<file path="src/rtl/addsub_sequencer.sv">
// Three-state sequencer around an external 4-bit ripple adder-subtractor:
// latches a request, runs one EXEC cycle, holds the result until consumed.
module addsub_sequencer (
    input  logic       clk,
    input  logic       rst_n,
    input  logic       in_valid,
    output logic       in_ready,
    input  logic [3:0] op_a,
    input  logic [3:0] op_b,
    input  logic       op_sub,
    input  logic       acc_en,
    input  logic       clr,
    output logic [3:0] add_a,
    output logic [3:0] add_b,
    output logic       add_mode,
    output logic       add_cin,
    input  logic [3:0] add_s,
    input  logic       add_cout,
    output logic       out_valid,
    input  logic       out_ready,
    output logic [3:0] res,
    output logic       flag_c,
    output logic       flag_v,
    output logic       flag_z,
    output logic [7:0] op_count
);

    typedef enum logic [1:0] {
        IDLE = 2'd0,
        EXEC = 2'd1,
        DONE = 2'd2
    } state_t;

    state_t     state;
    state_t     next_state;
    logic [3:0] lat_a;
    logic [3:0] lat_b;
    logic       lat_sub;
    logic [3:0] acc;
    logic       accept;

    assign accept = in_valid && in_ready;

    always_ff @(posedge clk or negedge rst_n) begin
        if (!rst_n) begin
            state <= IDLE;
        end else begin
            state <= next_state;
        end
    end

    always_comb begin
        next_state = state;
        in_ready   = 1'b0;
        out_valid  = 1'b0;
        case (state)
            IDLE: begin
                in_ready = 1'b1;
                if (in_valid) begin
                    next_state = EXEC;
                end
            end
            EXEC: begin
                next_state = DONE;
            end
            DONE: begin
                out_valid = 1'b1;
                if (out_ready) begin
                    next_state = IDLE;
                end
            end
            default: begin
                next_state = IDLE;
            end
        endcase
    end

    // Adder operands come only from the latched copies so they never follow live inputs.
    assign add_a    = lat_a;
    assign add_b    = lat_b;
    assign add_mode = lat_sub;
    assign add_cin  = lat_sub;

    always_ff @(posedge clk or negedge rst_n) begin
        if (!rst_n) begin
            lat_a    <= 4'd0;
            lat_b    <= 4'd0;
            lat_sub  <= 1'b0;
            res      <= 4'd0;
            flag_c   <= 1'b0;
            flag_v   <= 1'b0;
            flag_z   <= 1'b0;
            acc      <= 4'd0;
            op_count <= 8'd0;
        end else begin
            if (accept) begin
                lat_a   <= acc_en ? acc : op_a;
                lat_b   <= op_b;
                lat_sub <= op_sub;
            end
            if (state == EXEC) begin
                res    <= add_s;
                flag_c <= add_cout ^ lat_sub;
                flag_v <= (lat_a[3] == (lat_b[3] ^ lat_sub)) && (add_s[3] != lat_a[3]);
                flag_z <= (add_s == 4'd0);
            end
            // A clear overrides the accumulator/counter update of a coinciding capture.
            if (clr) begin
                acc      <= 4'd0;
                op_count <= 8'd0;
            end else if (state == EXEC) begin
                acc      <= add_s;
                op_count <= op_count + 8'd1;
            end
        end
    end

endmodule
</file>
<file path="config.mk">
export PLATFORM = sky130hd
export DESIGN_NAME = addsub_sequencer
export DESIGN_NICKNAME = d
export VERILOG_FILES = /design/src/rtl/addsub_sequencer.sv
export SDC_FILE = /design/constraint.sdc
export NUM_CORES = 1
export LEC_CHECK = 0
export ABC_AREA = 1
export ABC_CLOCK_PERIOD_IN_PS = 3420
export CAP_MARGIN = 10
export CORE_MARGIN = 1
export CORE_UTILIZATION = 38
export CTS_CLUSTER_DIAMETER = 150
export DETAILED_ROUTE_END_ITERATION = 6
export HOLD_SLACK_MARGIN = 0.1
export PLACE_DENSITY_LB_ADDON = 0.15
export SYNTH_ARGS = -nofsm -noshare
export SYNTH_HDL_FRONTEND = slang
export SYNTH_SLANG_ARGS = --single-unit
</file>
<file path="constraint.sdc">
create_clock -name clk -period 3.42 [get_ports clk]
set_input_delay 0.855 -clock clk [delete_from_list [all_inputs] [get_ports clk]]
set_output_delay 0.855 -clock clk [all_outputs]
set_load 0.02 [all_outputs]
</file>
==> summary.txt, run 1 <==
Power
  • Worst VDD drop: 0.522 mV
  • Total power: 1.49 mW
  • Pwr Density: 776 nW/um^2
  • Lkg Pwr: 0.877 nW

Die
  • Die Height: 61.5 um
  • Num ports: 47
  • Die W: 61.5 um
  • Core box area: 3360 um^2
  • Row count: 21
  • Die Area: 3780 um^2
  • Initial Util: 40.0%

Routing
  • Via count: 1131
  • Residual DRC: 0
  • Iteration-0 DRC Markers: 69
  • Avg WL per Cell: 11.2 um
  • First-pass iteration count of the detailed router: 4
  • Routed Antenna Nets: 0
  • Total Wirelength: 2820 um
  • Vias per cell: 4.51

Setup path
  • R2R Path Start: state[1]
  • Top delay family on crit path: buffers and inverters
  • Reg2reg path depth: 6
  • Buf/Inv on CP: 1
  • Max incr delay on CP: 0.63 ns
  • Setup Crit Path Kind: reg2out
  • Worst Path Required: 2.56 ns
  • Worst Path Arrival: 1.60 ns
  • Crit Path Max Fanout: 4
  • Worst setup path startpoint: state[0]
  • Sequence of cells on the critical path: nor2_1 > clkdlybuf4s50_1
  • Setup crit end kind: primary output
  • R2R Setup Slk: 2.17 ns
  • R2r endpoint: op_count[4]
  • Worst setup SP type: register
  • Slowest cell on the critical path: clkdlybuf4s50_1

Clocking
  • Cts hold-fix bufs: 0
  • Clock Tree Root: clkbuf_4
  • # clock sinks: 30
  • Worst skew pair latency: 0.32 ns
  • # H-tree levels: 2
  • Post-cts sizing count: 0
  • Max clock buf depth: 2
  • CTS tree: built
  • Clk slew on worst S/H paths: 0.10 ns
  • TritonCTS Buffers: 5
  • Setup repair bufs after CTS: 0

Timing
  • Setup TNS Final: 0 ns
  • Final period utilization: 71.7%
  • Final Critical Period: 2.45 ns
  • Skew final: 0.00705 ns
  • Hold Slack: 0.497 ns
  • F_max: 408 MHz
  • Setup ws final: 0.969 ns
  • Setup Viol. Count Final: 0
  • Max-slew violations: 0
  • Final hold vios: 0
  • Slew at the pin with the worst max-slew slack: 0.387 ns
  • Unrepaired setup endpoints after global routing: no
  • Max transition margin: 74.2%

Outcome
  • Outcome: finished clean

Placed design
  • Placement Setup Slack: 1.33 ns
  • Buffers on Ports: 46
  • Placed cell count: 243
  • Dpl hpwl: 2040 um
  • RD Place Congestion: 0.728

Yosys
  • Syn Inst Count: 153
  • Distinct cells, synth: 23
  • Ys Warns: 0
  • Synth Area per Inst: 8.80 um^2
  • Synthesized cell area: 1350 um^2
  • Sequential fraction of the synthesis area: 55.8%
  • Flops & latches, synth: 30
  • Net Count, Synth: 174

GRT
  • Met3 usage: 5.88%
  • Remaining Overflow, GRT: 0
  • Number of global-route vias before repair: 1048
  • First-pass GRT wire length: 4630 um
  • Met2 GRT Util: 24.7%
  • Top Usage Layer GRT: met2
  • Gr usage total: 16.9%
  • Antenna violations before repair: 0
  • M1 GR Usage: 23.8%
  • Largest net degree at the start of global routing: 31

Final layout
  • Share of cells above drive strength 1: 9.27%
  • Fin cells: 251
  • # fillers: 329
  • N_diodes: 0
  • Layout net count: 225
  • Layout area overhead: 42.6%

Min path
  • Worst hold stages: 2
  • Hold-critical path endpoint: add_b[0]
  • Min-delay src: add_b[0]
  • Min-Delay Path Class: reg2reg

Job
  • Max cap viols: 0
how the worst max path moves through the flow:
stage / slack (ns) / end / depth (start not counted)
finish: 0.97 / in_ready / 2
global route: 0.87 / in_ready / 2
CTS: 0.95 / in_ready / 2
detailed placement: 1.33 / in_ready / 2
global placement: 1.36 / in_ready / 2
floorplan: 1.79 / in_ready / 1
synthesized netlist by cell type:
| cell | n | area [um^2] |
|---|---|---|
| a211oi_2 | 1 | 12.5 |
| a21oi_1 | 7 | 35.0 |
| a22o_1 | 1 | 8.76 |
| buf_4 | 1 | 7.51 |
| buf_6 | 2 | 22.5 |
| dfrtp_1 | 30 | 751 |
| ha_1 | 1 | 12.5 |
| inv_1 | 14 | 52.6 |
| inv_4 | 1 | 6.26 |
| nand2_1 | 50 | 188 |
| nand2_2 | 1 | 6.26 |
| nand2_4 | 1 | 11.3 |
| nand2b_1 | 1 | 6.26 |
| nand3_1 | 5 | 25.0 |
| nand3_2 | 2 | 20.0 |
| nor2_1 | 14 | 52.6 |
| nor2_2 | 1 | 6.26 |
| nor2_4 | 1 | 11.3 |
| nor3_1 | 1 | 5.00 |
| nor3_2 | 1 | 10.0 |
| o21ai_0 | 14 | 70.1 |
| o21ai_2 | 1 | 8.76 |
| xnor2_1 | 2 | 17.5 |
report_power, final:
| group | switching (mW) | leakage [nW] | internal, mW |
|---|---|---|---|
| logic | 0.357 | 0.442 | 0.302 |
| clock network | 0.123 | 0.0450 | 0.151 |
| registers | 0.0860 | 0.389 | 0.469 |
layout by cell type, fill, tap and decap left out:
cell type         n
nand2_2           1
a211oi_2          1
nand2b_1          1
dfrtp_1          30
nand3_1           5
clkinv_2          2
nor2_4            1
clkdlybuf4s50_1  46
o21ai_2           1
nand2_1          50
buf_4             1
xnor2_1           2
nor3_2            1
nand3_2           2
nor2_1           14
o21ai_0          14
nor2_2            1
nor3_1            1
inv_4             1
ha_1              1
clkbuf_4          5
nand2_4           1
inv_1            14
a21oi_1           7
bufinv_16         1
a22o_1            1
tightest hold or removal path, stage by stage, from the launching register on:
cell and delay [ns]:
dfrtp_1 0.36, nand2_1 0.06, nand2_1 0.05
sequential cells by signal, summed over array words and instances (netlist names):
register and flops:
acc 4, add_a 4, add_b 4, add_cin 1, flag_c 1, flag_v 1
flag_z 1, op_count 8, res 4, state 2
layout make-up:
type | instances | area, um^2 | share of cell area [%]
multi-input cells | 105 | 507 | 26.4
repair buffers | 47 | 468 | 24.4
flip-flops and latches | 30 | 751 | 39.1
inverters | 15 | 58.8 | 3.06
well taps | 46 | 57.6 | 3.00
clock inverters | 3 | 40.0 | 2.09
clock buffers | 5 | 37.5 | 1.96
routing by layer:
layer,vias to the layer above,share of wire (%)
li1,588,-
met1,505,49
met2,38,45
met3,0,6.0
met4,0,0
met5,-,0
kinds of logic after synthesis:
logic type,share of synthesized area (%)
adder cells (fa/ha/maj),0.929
AO/OA/AOI/OAI,10.0
AND/OR/NAND/NOR,25.4
buffers and inverters,6.60
XOR/XNOR,1.30
flip-flops,55.8
stage by stage:
| stage | cell area (um^2) | util, % |
|---|---|---|
| final | 1920 | 57.1 |
| after global routing | 1920 | 57.1 |
| after CTS | 1920 | 57.1 |
| after detailed placement | 1840 | 54.8 |
| after global placement | 1840 | 54.8 |
| after floorplan | 1350 | - |
Power figures use the tool's default switching activity.
==> inputs of run 2 (changes only) <==
ABC_CLOCK_PERIOD_IN_PS = 2190   (was 3420)
clock period = 2.19 ns   (was 3.42 ns; I/O delays follow)
==> run 2 against run 1 <==
Compared with the run above: combinational power up 55%; register-to-register slack worse by 1.2 ns; final area up 0.26%; largest cell class unchanged; worst setup slack worse by 0.79 ns; clock-buffer cell count unchanged; utilization up 0.15 points; non-clock buffer count unchanged; first-iteration DRC count down 16%; highest routed layer is now met4; via count down 0.71%.
==> summary.txt, run 2 (synthesis results as in run 1) <==
Outcome
  • Outcome: finished clean

Final layout
  • Multi-input gate area: 507 um^2 (unchanged)
  • Most flop-heavy register: op_count
  • Share of cells above drive strength 1: 9.27% (unchanged)
  • N_diodes: 0 (unchanged)
  • Layout area overhead: 42.9%
  • # fillers: 330 (+0.30%)
  • Layout net count: 225 (unchanged)
  • Fin cells: 251 (unchanged)
  • Fin area: 1920 um^2 (+0.26%)
  • Most frequent cells in the layout: nand2_1, clkdlybuf4s50_1, dfrtp_1
  • Commonest non-fill, non-tap cell in the layout: nand2_1
  • Max FFs per register: 8 (unchanged)
  • Reg area: 751 um^2 (unchanged)

Timing
  • Setup Viol. Count Final: 0 (unchanged)
  • Final hold vios: 0 (unchanged)
  • F_max: 497 MHz
  • Max-slew violations: 0 (unchanged)
  • Setup TNS Final: 0 ns (unchanged)
  • Final Critical Period: 2.01 ns
  • Max transition margin: 74.1% (about the same)
  • Final period utilization: 91.9%
  • Slew at the pin with the worst max-slew slack: 0.388 ns (+0.000825 ns)
  • Skew final: 0.00820 ns (+0.00116 ns)
  • Unrepaired setup endpoints after global routing: no

GRT
  • Remaining Overflow, GRT: 0 (unchanged)
  • First-pass GRT wire length: 4630 um (unchanged)
  • Largest net degree at the start of global routing: 31 (unchanged)
  • Gr usage total: 16.9% (unchanged)
  • Number of global-route vias before repair: 1048 (unchanged)
  • Antenna violations before repair: 0 (unchanged)

Setup path
  • R2R Path Start: state[1]
  • Setup Crit Path Kind: reg2out
  • Worst Path Required: 1.64 ns (-0.92 ns)
  • Top delay family on crit path: buffers and inverters
  • Slowest cell on the critical path: clkdlybuf4s50_1
  • Max incr delay on CP: 0.65 ns (+0.02 ns)
  • Crit path depth: 1 (-1)
  • Reg2reg path depth: 6 (unchanged)
  • Worst setup path startpoint: op_count[3]
  • Buf/Inv on CP: 1 (unchanged)
  • Sequence of cells on the critical path: clkdlybuf4s50_1
  • Worst Path Arrival: 1.47 ns (-0.13 ns)
  • Worst setup SP type: register
  • Crit Path Max Fanout: 8 (+4)
  • Setup crit end kind: primary output

Die
  • Die Height: 61.5 um (unchanged)
  • Initial Util: 40.0% (unchanged)
  • Core box area: 3360 um^2 (unchanged)
  • Die Area: 3780 um^2 (unchanged)
  • Row count: 21 (unchanged)
  • Die W: 61.5 um (unchanged)
  • Num ports: 47 (unchanged)

Routing
  • Routed Antenna Nets: 0 (unchanged)
  • Iteration-0 DRC Markers: 58 (-16%)
  • Residual DRC: 0 (unchanged)
  • Total Wirelength: 2820 um (+0.18%)
  • First-pass iteration count of the detailed router: 4 (unchanged)
  • Vias per cell: 4.47 (-0.71%)
  • Avg WL per Cell: 11.2 um (+0.18%)
  • Via count: 1123 (-0.71%)

Min path
  • Worst hold stages: 2 (unchanged)
  • Min-Delay Path Class: reg2reg
  • Min-delay src: res[0]

Job
  • Max cap viols: 0 (unchanged)

Clocking
  • Cts hold-fix bufs: 0 (unchanged)
  • TritonCTS Buffers: 5 (unchanged)
  • CTS tree: built
  • Worst skew pair latency: 0.32 ns (about the same)
  • # clock sinks: 30 (unchanged)
  • # H-tree levels: 2 (unchanged)
  • Clock Tree Root: clkbuf_4
  • Clk slew on worst S/H paths: 0.10 ns (about the same)
  • Max clock buf depth: 2 (unchanged)

Placed design
  • Dpl hpwl: 2040 um (unchanged)
  • Buffers on Ports: 46 (unchanged)
  • Placed cell count: 243 (unchanged)
  • Dpl cell area: 1840 um^2 (unchanged)
  • RD Place Congestion: 0.728 (unchanged)

Power
  • Pwr Density: 1210 nW/um^2 (+55%)
  • Lkg Pwr: 0.900 nW (+2.7%)
  • Worst VDD drop: 0.818 mV (+57%)
-- run 2: changes by cell type in the layout (fill, tap and decap cells not counted), sizes merged --
cell,delta
clkdlybuf4s50,-2
dlymetal6s2s,+2
-- run 2: layer usage --
layer / share of wire [%] / vias to the layer above / global-route usage, %
li1: - / 588 / -
met1: 49 / 499 / 23.8
met2: 44 / 33 / 24.7
met3: 6.0 / 3 / 5.88
met4: 0.74 / 0 / 4.76
met5: 0 / - / 0
-- run 2: layout make-up --
type	instances	area share, %
tap	46	2.99
clock inverter	3	2.08
timing repair buffer	47	24.6
multi-input combinational	105	26.3
clock buffer	5	1.95
sequential	30	39.0
inverter	15	3.06
-- run 2: path summary, 6_finish.rpt --
path,endpoint,slack (ns)
worst max register to register,op_count[4],0.94
min in group asynchronous,op_count[5],0.60
worst min register to register,res[0],0.50
worst min-delay path,res[0],0.50
worst max-delay path,op_count[3],0.18
max in group asynchronous,acc[0],1.30
-- run 2: through the flow --
stage,hold slack (ns),power (mW),util [%],setup slack (ns)
3_5_place_dp,0.468,1.91,54.8,0.411
4_1_cts,0.497,2.36,57.1,0.0294
3_3_place_gp,0.465,1.89,54.8,0.433
6_report,0.496,2.32,57.2,0.177
2_1_floorplan,0.252,1.46,-,0.868
5_1_grt,0.519,2.49,57.2,0.103
-- run 2: report_power, final --
| part | internal, mW | switching, mW | leakage [nW] |
|---|---|---|---|
| logic | 0.468 | 0.556 | 0.466 |
| registers | 0.733 | 0.135 | 0.389 |
| clock network | 0.236 | 0.192 | 0.0450 |
-- run 2: timing repair --
item / CTS / global route
buffers inserted: 0 / 0
gates resized for setup: 0 / 2
setup endpoints to repair: 0 / 2
-- run 2: worst min-delay path, stage by stage (launching register included) --
cell,delay [ns]
dfrtp_1,0.36
nand2_1,0.06
nand2_1,0.06
